$ cat config.mk
export PLATFORM = sky130hd
export DESIGN_NAME = elastic_fifo_flat
export DESIGN_NICKNAME = d
export VERILOG_FILES = /design/src/rtl/elastic_fifo_pkg.sv /design/src/rtl/elastic_fifo_if.sv /design/src/rtl/elastic_fifo_mem.sv /design/src/rtl/elastic_fifo.sv /design/src/flat_wrapper.sv
export SDC_FILE = /design/constraint.sdc
export NUM_CORES = 1
export LEC_CHECK = 0
export BUFFER_PORTS_ARGS = -buffer_cell sky130_fd_sc_hd__buf_2
export CORE_MARGIN = 2
export CORE_UTILIZATION = 50
export CTS_CLUSTER_DIAMETER = 100
export DETAILED_ROUTE_END_ITERATION = 7
export GPL_TIMING_DRIVEN = 0
export PLACE_DENSITY = 0.77
export RECOVER_POWER = 25
export REMOVE_ABC_BUFFERS = 1
export SYNTH_ARGS = -nofsm -noshare
export SYNTH_HDL_FRONTEND = slang
export SYNTH_SLANG_ARGS = --single-unit
$ cat constraint.sdc
create_clock -name clk -period 2.2 [get_ports clk]
set_input_delay 0.44 -clock clk [delete_from_list [all_inputs] [get_ports clk]]
set_output_delay 0.44 -clock clk [all_outputs]
set_load 0.01 [all_outputs]
$ cat src/rtl/elastic_fifo_pkg.sv
// rtl/elastic_fifo_pkg.sv - shared constants and helpers for the elastic FIFO
// Purpose: fall-through mode constants, count-width derivation, depth legality check.
// Ports: none (package).
package cgra_elastic_pkg;

  localparam int FT_OFF = 0;  // registered output, both timing paths cut
  localparam int FT_ON  = 1;  // empty FIFO forwards din to dout combinationally

  // Width needed to hold an occupancy value of 0..depth inclusive.
  function automatic int cnt_w(input int depth);
    return $clog2(depth + 1);
  endfunction

  function automatic bit depth_ok(input int depth);
    return depth >= 2;
  endfunction

endpackage

$ cat src/rtl/elastic_fifo_if.sv
// rtl/elastic_fifo_if.sv - handshake bundle between producer, FIFO and consumer
// Purpose: groups flush, input stream, output stream and occupancy.
// Ports: slave = FIFO side (drives din_r, dout, dout_v, count);
//        master = environment side (drives clr, din, din_v, dout_r).
interface elastic_fifo_if #(
  parameter int DATA_WIDTH = 32,
  parameter int CNT_W      = 3
);
  logic                  clr;
  logic [DATA_WIDTH-1:0] din;
  logic                  din_v;
  logic                  din_r;
  logic [DATA_WIDTH-1:0] dout;
  logic                  dout_v;
  logic                  dout_r;
  logic [CNT_W-1:0]      count;

  modport slave (
    input  clr, din, din_v, dout_r,
    output din_r, dout, dout_v, count
  );

  modport master (
    output clr, din, din_v, dout_r,
    input  din_r, dout, dout_v, count
  );
endinterface

$ cat src/rtl/elastic_fifo_mem.sv
// rtl/elastic_fifo_mem.sv - DEPTH x DATA_WIDTH register array for the elastic FIFO
// Purpose: storage with one synchronous write port and one combinational read port.
// Ports: clk, rst_n (async, active-low, clears every entry), we_i/waddr_i/wdata_i write,
//        raddr_i/rdata_o read.
module elastic_fifo_mem #(
  parameter int DATA_WIDTH = 32,
  parameter int DEPTH      = 4,
  parameter int AW         = $clog2(DEPTH)
) (
  input  logic                  clk,
  input  logic                  rst_n,
  input  logic                  we_i,
  input  logic [AW-1:0]         waddr_i,
  input  logic [DATA_WIDTH-1:0] wdata_i,
  input  logic [AW-1:0]         raddr_i,
  output logic [DATA_WIDTH-1:0] rdata_o
);

  logic [DATA_WIDTH-1:0] mem_q [DEPTH];

  always_ff @(posedge clk or negedge rst_n) begin
    if (!rst_n) begin
      for (int i = 0; i < DEPTH; i++) mem_q[i] <= '0;
    end else if (we_i) begin
      mem_q[waddr_i] <= wdata_i;
    end
  end

  assign rdata_o = mem_q[raddr_i];

endmodule

$ cat src/rtl/elastic_fifo.sv
// rtl/elastic_fifo.sv - parametrised elastic buffer with optional fall-through
// Purpose: N-entry circular FIFO breaking valid/ready paths, with sync flush and occupancy.
// Ports: clk, rst_n (async, active-low), bus (elastic_fifo_if.slave: clr, din/din_v/din_r,
//        dout/dout_v/dout_r, count).
module elastic_fifo
  import cgra_elastic_pkg::*;
#(
  parameter int DATA_WIDTH   = 32,
  parameter int DEPTH        = 4,
  parameter int FALL_THROUGH = FT_OFF,
  parameter int CNT_W        = cnt_w(DEPTH)
) (
  input  logic          clk,
  input  logic          rst_n,
  elastic_fifo_if.slave bus
);

  localparam int               AW   = $clog2(DEPTH);
  localparam logic [AW-1:0]    LAST = AW'(DEPTH - 1);
  localparam logic [CNT_W-1:0] FULL = CNT_W'(DEPTH);

  if (!depth_ok(DEPTH)) begin : g_depth_chk
    $error("elastic_fifo: DEPTH must be at least 2");
  end

  logic [AW-1:0]         wr_ptr_q, wr_ptr_d;
  logic [AW-1:0]         rd_ptr_q, rd_ptr_d;
  logic [CNT_W-1:0]      count_q, count_d;
  logic                  init_q;
  logic                  empty, bypass, din_r, dout_v, push, pop, we;
  logic [DATA_WIDTH-1:0] rdata;

  // Explicit wrap so non-power-of-two depths work.
  function automatic logic [AW-1:0] ptr_inc(input logic [AW-1:0] p);
    return (p == LAST) ? '0 : p + 1'b1;
  endfunction

  assign empty  = (count_q == '0);
  assign bypass = (FALL_THROUGH == FT_ON) && empty;
  // Ready depends only on local state and clr, never on dout_r, so a pop
  // while full cannot free a slot in the same cycle.
  assign din_r  = init_q && (count_q != FULL) && !bus.clr;
  assign dout_v = bypass ? (bus.din_v && init_q && !bus.clr) : !empty;
  assign push   = bus.din_v && din_r;
  assign pop    = dout_v && bus.dout_r;

  always_comb begin
    wr_ptr_d = wr_ptr_q;
    rd_ptr_d = rd_ptr_q;
    count_d  = count_q;
    we       = 1'b0;
    if (bus.clr) begin
      wr_ptr_d = '0;
      rd_ptr_d = '0;
      count_d  = '0;
    end else if (!(bypass && push && pop)) begin
      // A bypassed word that is consumed immediately never touches storage.
      if (push) begin
        we       = 1'b1;
        wr_ptr_d = ptr_inc(wr_ptr_q);
      end
      if (pop) rd_ptr_d = ptr_inc(rd_ptr_q);
      if (push && !pop)      count_d = count_q + 1'b1;
      else if (!push && pop) count_d = count_q - 1'b1;
    end
  end

  always_ff @(posedge clk or negedge rst_n) begin
    if (!rst_n) begin
      wr_ptr_q <= '0;
      rd_ptr_q <= '0;
      count_q  <= '0;
      init_q   <= 1'b0;
    end else begin
      wr_ptr_q <= wr_ptr_d;
      rd_ptr_q <= rd_ptr_d;
      count_q  <= count_d;
      init_q   <= 1'b1;
    end
  end

  elastic_fifo_mem #(
    .DATA_WIDTH(DATA_WIDTH),
    .DEPTH     (DEPTH),
    .AW        (AW)
  ) u_mem (
    .clk    (clk),
    .rst_n  (rst_n),
    .we_i   (we),
    .waddr_i(wr_ptr_q),
    .wdata_i(bus.din),
    .raddr_i(rd_ptr_q),
    .rdata_o(rdata)
  );

  // Gating the bypass on init keeps dout at zero while reset is asserted.
  assign bus.dout   = (bypass && init_q) ? bus.din : rdata;
  assign bus.dout_v = dout_v;
  assign bus.din_r  = din_r;
  assign bus.count  = count_q;

endmodule

$ cat src/flat_wrapper.sv
// flat-port wrapper written by rule: the top's interface ports become plain ports
module elastic_fifo_flat import cgra_elastic_pkg::*;
#(
  parameter int DATA_WIDTH   = 32,
  parameter int DEPTH        = 4,
  parameter int FALL_THROUGH = FT_OFF,
  parameter int CNT_W        = cnt_w(DEPTH)
)
  (clk, rst_n, bus_clr, bus_din, bus_din_v, bus_dout_r, bus_din_r, bus_dout, bus_dout_v, bus_count);
  elastic_fifo_if #(.DATA_WIDTH(DATA_WIDTH), .CNT_W(CNT_W)) bus_i ();
  input  logic clk;
  input  logic rst_n;
  input wire logic [$bits(bus_i.clr)-1:0] bus_clr;
  input wire logic [$bits(bus_i.din)-1:0] bus_din;
  input wire logic [$bits(bus_i.din_v)-1:0] bus_din_v;
  input wire logic [$bits(bus_i.dout_r)-1:0] bus_dout_r;
  output wire logic [$bits(bus_i.din_r)-1:0] bus_din_r;
  output wire logic [$bits(bus_i.dout)-1:0] bus_dout;
  output wire logic [$bits(bus_i.dout_v)-1:0] bus_dout_v;
  output wire logic [$bits(bus_i.count)-1:0] bus_count;
  assign bus_i.clr = bus_clr;
  assign bus_i.din = bus_din;
  assign bus_i.din_v = bus_din_v;
  assign bus_i.dout_r = bus_dout_r;
  assign bus_din_r = bus_i.din_r;
  assign bus_dout = bus_i.dout;
  assign bus_dout_v = bus_i.dout_v;
  assign bus_count = bus_i.count;
  elastic_fifo #(.DATA_WIDTH(DATA_WIDTH), .DEPTH(DEPTH), .FALL_THROUGH(FALL_THROUGH), .CNT_W(CNT_W)) u_core (.clk(clk), .rst_n(rst_n), .bus(bus_i));
endmodule
Word level (Yosys, flattened, before mapping)
Cells that the tools add are included.
- word-level logic and storage cells: 52
- flip-flop bits (word level): 136
- output and inout port bits: 37
- input bits: 37
- bitwise logic cells: 2
- equal/unequal tests: 3
- $lt $le $gt $ge: 3
- muxes and demuxes: 17
- reductions and logical operators: 15
- add/sub/neg operators: 4
- operators with widths (cell ; count):
    bitwise mux 128 bit ; 1
    two-way mux 32 bit ; 3
    binary-select mux 32 bit (select 2 bit) ; 1
    demux 32 bit (select 2 bit) ; 1
    two-way mux 2 bit ; 6
    two-way mux 3 bit ; 3
    logical AND 1 bit ; 7
    greater-or-equal comparator 3 bit, second input constant ; 2
    inverter 2 -> 3 bit ; 2
    adder 2 x 1 -> 2 bit, second input constant ; 2
    equality test 2 bit, second input constant ; 2
    zero test 1 bit ; 4
    nonzero test 2 bit ; 2
    adder 3 x 1 -> 3 bit, second input constant ; 1
    zero test 3 bit ; 1
    < comparator 3 x 1 -> 1 bit, second input constant ; 1
    inequality test 3 bit, second input constant ; 1
    nonzero test 3 bit ; 1
    subtractor 3 x 1 -> 3 bit, second input constant ; 1
    two-way mux 1 bit ; 2

Longest topological paths before layout
- depth in word-level cells: 9
- mapped depth: 9
- gate-level depth less buffers: 7

By module
From an unflattened synthesis, not the netlist that was laid out.
- cell total of the unflattened synthesis: 362
- area total of the unflattened synthesis: 6007.0 µm²
- by module, submodules not included (module ; area an instance (µm²) ; instances ; cells each):
    elastic_fifo_mem ; 5504.0 ; 1 ; 311
    elastic_fifo ; 503.0 ; 1 ; 51

Worst setup path before layout
OpenSTA, ideal clock, no wires.
- path kind: register to register
- from: reg u_core.count_q[1] (netlist: u_core.bus.count[1])
- to: reg u_core.count_q[2] (netlist: u_core.bus.count[2])
- setup slack: -0.239 ns
- arrival time: 2.350 ns
- cell stages (with the launch flop): 9
- library setup time: 0.088 ns
- path through: dfrtp_1 -> buf_6 -> or3b_1 -> buf_6 -> and2_1 -> and3_1 -> fa_1 -> or3_1 -> a41oi_1
- longest elaborated chain between the ends: 7
- elaborated cells on any way between the ends: 17
- those cells by class: add/sub (2); eq/ne (1); mux (3); reduce/logical (11)
- ends and longest elaborated chain (item ; line ; text):
    start: declaration ; elastic_fifo.sv:28 ; logic [CNT_W-1:0] count_q, count_d;
    start signal: assignment ; elastic_fifo.sv:77 ; count_q <= count_d;
    inequality test 3 bit * ; elastic_fifo.sv:42 ; assign din_r = init_q && (count_q != FULL) && !bus.clr;
    logical AND 1 bit * (2 in series) ; elastic_fifo.sv:42 ;
    net bus_din_r ; flat_wrapper.sv:17 ; output wire logic [$bits(bus_i.din_r)-1:0] bus_din_r;
    logical AND 1 bit * ; elastic_fifo.sv:44 ; assign push = bus.din_v && din_r;
    logical AND 1 bit / zero test 1 bit (equally long branches) ; elastic_fifo.sv:63, elastic_fifo.sv:64 ;
    two-way mux 3 bit / logical AND 1 bit (equally long branches) ; elastic_fifo.sv:63, elastic_fifo.sv:64 ;
    two-way mux 3 bit / nonzero test 3 bit (equally long branches) ; - ;
The timed path passes the listed nets; every way through them passes the cells marked *. The select of a mux whose other input is x is not followed.
A chain may end at the register's enable or synchronous reset.

Worst setup path after layout
- from: reg u_core.count_q[2] (netlist: u_core.bus.count[2])
- to: reg u_core.u_mem.mem_q[0] in the netlist's numbering
- longest elaborated chain between the ends: 6
- ends and longest elaborated chain (item ; line ; text):
    inequality test 3 bit ; elastic_fifo.sv:42 ;
    logical AND 1 bit (2 in series) ; elastic_fifo.sv:42 ;
    logical AND 1 bit ; elastic_fifo.sv:44 ;
    two-way mux 1 bit ; elastic_fifo.sv:58 ; if (push) begin
    two-way mux 1 bit ; elastic_fifo.sv:52 ; if (bus.clr) begin
    end signal: indexed assignment ; elastic_fifo_mem.sv:25 ; mem_q[waddr_i] <= wdata_i;
    end: declaration ; elastic_fifo_mem.sv:19 ; logic [DATA_WIDTH-1:0] mem_q [DEPTH];
No other way between the ends.

==> results.py <==
metrics = {
    "worst_setup_path": {
        "cp-end-kind": "register",
        "arrival_ps": 2570,
        "startpoint_type": "register",
        "cp_max_fo": 32,
        "cpPeakStageDelay_ps": 740,
        "worstSetupPathType": "register to register",
        "worstPathCellList": "or3b_4 > buf_12 > nand4_4 > mux2_1",
        "crit_required_ps": 2490,
        "cp_slowest_cell": "nand4_4",
    },
    "clocking": {
        "clk_pin_slew_ps": 50,
        "clockRootBuffer": "clkbuf_16",
        "clk_latency_ps": 420,
        "cts_buffers": 17,
        "cts_hold_buf": 0,
        "tritoncts": "yes",
        "clockBufferDepth": 2,
        "cts_sinks": 136,
        "h-tree-depth": 4,
    },
    "place": {
        "port_buffers": 73,
        "detailed_place_hpwl_um": 7470,
        "dp.cells": 600,
        "gp_congestion": 0.768,
    },
    "floorplan": {
        "rows": 42,
        "initial_utilization_pct": 51.2,
        "die_area_um2": 14500,
        "coreArea_um2": 13200,
        "die_width_um": 120,
        "die_h_um": 120,
        "io_pins": 74,
    },
    "layout": {
        "n_antenna_cell": 0,
        "drive_gt1_share_pct": 60.3,
        "final_core_util_pct": 60.6,
        "final_cells": 642,
        "areaGrowthSynthToFinish_pct": 18.5,
        "fin_nets": 499,
    },
    "power": {
        "intPower_mw": 7.09,
        "p_total_mw": 9.76,
        "pwr-share-seq_pct": 36.4,
        "ir_drop_mv": 0.934,
        "p_clk_share_pct": 25.8,
        "swShare_pct": 27.4,
        "comb_power_share_pct": 37.8,
        "p_switching_mw": 2.68,
        "power_leakage_nw": 4.01,
        "p_per_area_nw_per_um2": 1220,
    },
    "synth": {
        "synth_edf_count": 0,
        "synth_fa_ha_area_share_pct": 1.22,
        "yosysSeqAreaShare_pct": 50.2,
        "synth_xor_area_share_pct": 0,
        "yosysTopAreaCell": "dfrtp_1",
        "async_flop_share_pct": 100,
        "yosys_most_used_dff": "dfrtp_1",
        "synth_compound_gate_area_share_pct": 1.40,
        "synthSimpleGateAreaFrac_pct": 3.08,
        "avgSynthCellArea_um2": 18.1,
        "synth.cell_area_um2": 6770,
        "synth-warning-count": 0,
        "post_synth_num_cell_types": 37,
        "synth_cells": 375,
        "muxShareOfSynthArea_pct": 39.0,
        "synth_top_family_by_area": "multiplexers",
        "synth_top_area_share_pct": 50.2,
        "synth_area_leaders": "dfrtp_1 50%, mux2_4 27%, mux4_2 11%",
        "ys_ff_latch": 136,
    },
    "sta": {
        "finalMaxSlewViolations": 65,
        "finalWorstSetupSlack_ps": -76.7,
        "hold_viol_final": 0,
        "period_share_pct": 103,
        "setup_tns_ps": -4670,
        "worst_pin_slew_ps": 1610,
        "fin_crit_ps": 2280,
        "timing.fmax_mhz": 439,
        "setup_viol_count_final": 161,
        "clock_skew_ps": 7.76,
        "rsz0062_at_grt": "true",
        "hold_ws_ps": 281,
        "relSlewSlack_pct": -7.55,
    },
    "grt": {
        "grt_pass1_vias": 3916,
        "antenna_found_initial": 1,
        "grt_pass1_wl_um": 21600,
        "grt_max_degree": 73,
        "overflow": 0,
        "gr-usage-all-layers_pct": 19.9,
    },
    "outcome": {
        "violations": "max-capacitance violations, max-slew violations, negative setup slack",
        "run_status": "finished with violations",
    },
    "drt": {
        "wl_per_cell_um": 20.5,
        "post_drt_via_cell_ratio": 5.53,
        "drt_first_pass_iters": 4,
        "antenna_left": 0,
        "drc_errors": 0,
        "drt-initial-drc-count": 160,
        "vias": 3549,
        "wirelength_um": 13100,
    },
    "flow_run": {
        "maxCapViolCount": 1,
    },
    "min_path": {
        "hp-class": "primary input to register",
    },
}
cells by family (layout without fill, tap and decap cells):
logic type,Yosys count,count (layout)
DFF,136,136
AOI/OAI and AO/OA,14,14
adders and majority gates,6,6
and+or+nand+nor,25,25
other,1,1
buffers and inverters,30,121
muxes,163,163
metrics by stage:
step / worst slack, ps / cell area (um^2)
after floorplan: -345 / 6450
after global placement: -1130 / 7040
after detailed placement: -412 / 7100
after CTS: -121 / 7890
after global routing: -201 / 8030
final: -76.7 / 8030
layout by cell type (no fill, tap or decap), types with 2 or more instances in the layout:
cell type | synthesis | final
mux2_2 | 2 | 2
buf_4 | 1 | 5
dfrtp_4 | 0 | 2
nor2b_1 | 2 | 2
mux4_2 | 32 | 32
nor2_1 | 5 | 5
inv_1 | 4 | 4
buf_6 | 2 | 30
dfrtp_2 | 0 | 3
nand3b_1 | 2 | 2
clkinv_2 | 0 | 2
clkbuf_1 | 3 | 5
a21oi_1 | 4 | 4
nand2_1 | 2 | 2
mux2_1 | 8 | 8
nand4_4 | 4 | 4
mux2_4 | 120 | 120
or3_1 | 3 | 2
buf_16 | 0 | 3
ha_1 | 5 | 5
buf_12 | 12 | 5
o21ai_0 | 3 | 2
buf_2 | 7 | 43
a211oi_1 | 2 | 2
dfrtp_1 | 136 | 131
clkbuf_16 | 0 | 18
clkbuf_8 | 0 | 4
power groups by stage:
stage,Sequential (mW),Combinational (mW),Clock [mW]
6_report,3.55,3.69,2.52
4_1_cts,3.54,3.38,2.56
2_1_floorplan,3.57,1.98,0
3_3_place_gp,3.71,2.65,0
3_5_place_dp,3.69,2.81,0
5_1_grt,3.64,3.93,2.68
final cells by class:
cell class / instances / area, um^2
flip-flops and latches: 136 / 3410
well taps: 176 / 220
clock buffers: 26 / 499
repair buffers: 88 / 803
clock inverters: 3 / 17.5
fillers: 1027 / 5210
multi-input cells: 209 / 3060
inverters: 4 / 15.0
state kept, by name, indices dropped and copies added (netlist names):
signal and cells:
u_core.bus.count 3, u_core.rd_ptr_q 2, u_core.u_mem.mem_q 128, u_core.init_q 1
u_core.wr_ptr_q 2
critical path: cells and delay by family (launching register included):
family,cells,cell delay (ps)
flops,1,390
simple gates,2,1010
mux,1,630
buf+inv,1,110
path summary, 6_finish.rpt:
path | from | end | slack [ps] | depth (start not counted)
max | u_core.bus.count[2] | u_core.u_mem.mem_q[0] | -80 | 4
min | bus_din[31] | u_core.u_mem.mem_q[63] | 280 | 2
min reg2reg | u_core.u_mem.mem_q[32] | u_core.u_mem.mem_q[32] | 490 | 1
min in group asynchronous | rst_n | u_core.u_mem.mem_q[51] | 420 | 1
max in group asynchronous | rst_n | u_core.rd_ptr_q[0] | 590 | 1
max reg2reg | u_core.bus.count[2] | u_core.u_mem.mem_q[0] | -80 | 4
routing by layer:
metal,GRT usage (%),vias to the layer above,wire [um]
li1,-,1553,-
met1,28.1,1894,6040
met2,29.9,82,6270
met3,5.61,18,622
met4,6.98,2,182
met5,0,-,13
synthesized netlist by cell type, types with 2 or more instances:
master / instances
ha_1: 5
nor2_1: 5
clkbuf_1: 3
mux2_2: 2
nor2b_1: 2
o21ai_0: 3
nand2_1: 2
buf_6: 2
mux4_2: 32
or3_1: 3
buf_2: 7
nand4_4: 4
mux2_4: 120
a21oi_1: 4
dfrtp_1: 136
mux2_1: 8
a211oi_1: 2
nand3b_1: 2
buf_12: 12
inv_1: 4
timing repair:
| item | CTS | global route |
|---|---|---|
| gates resized for setup | 22 | 27 |
| setup endpoints to repair | 163 | 161 |
| pin swaps | 2 | 0 |
| buffers inserted | 11 | 0 |
| gates cloned | 2 | 1 |
(Power assumes the default switching activity.)
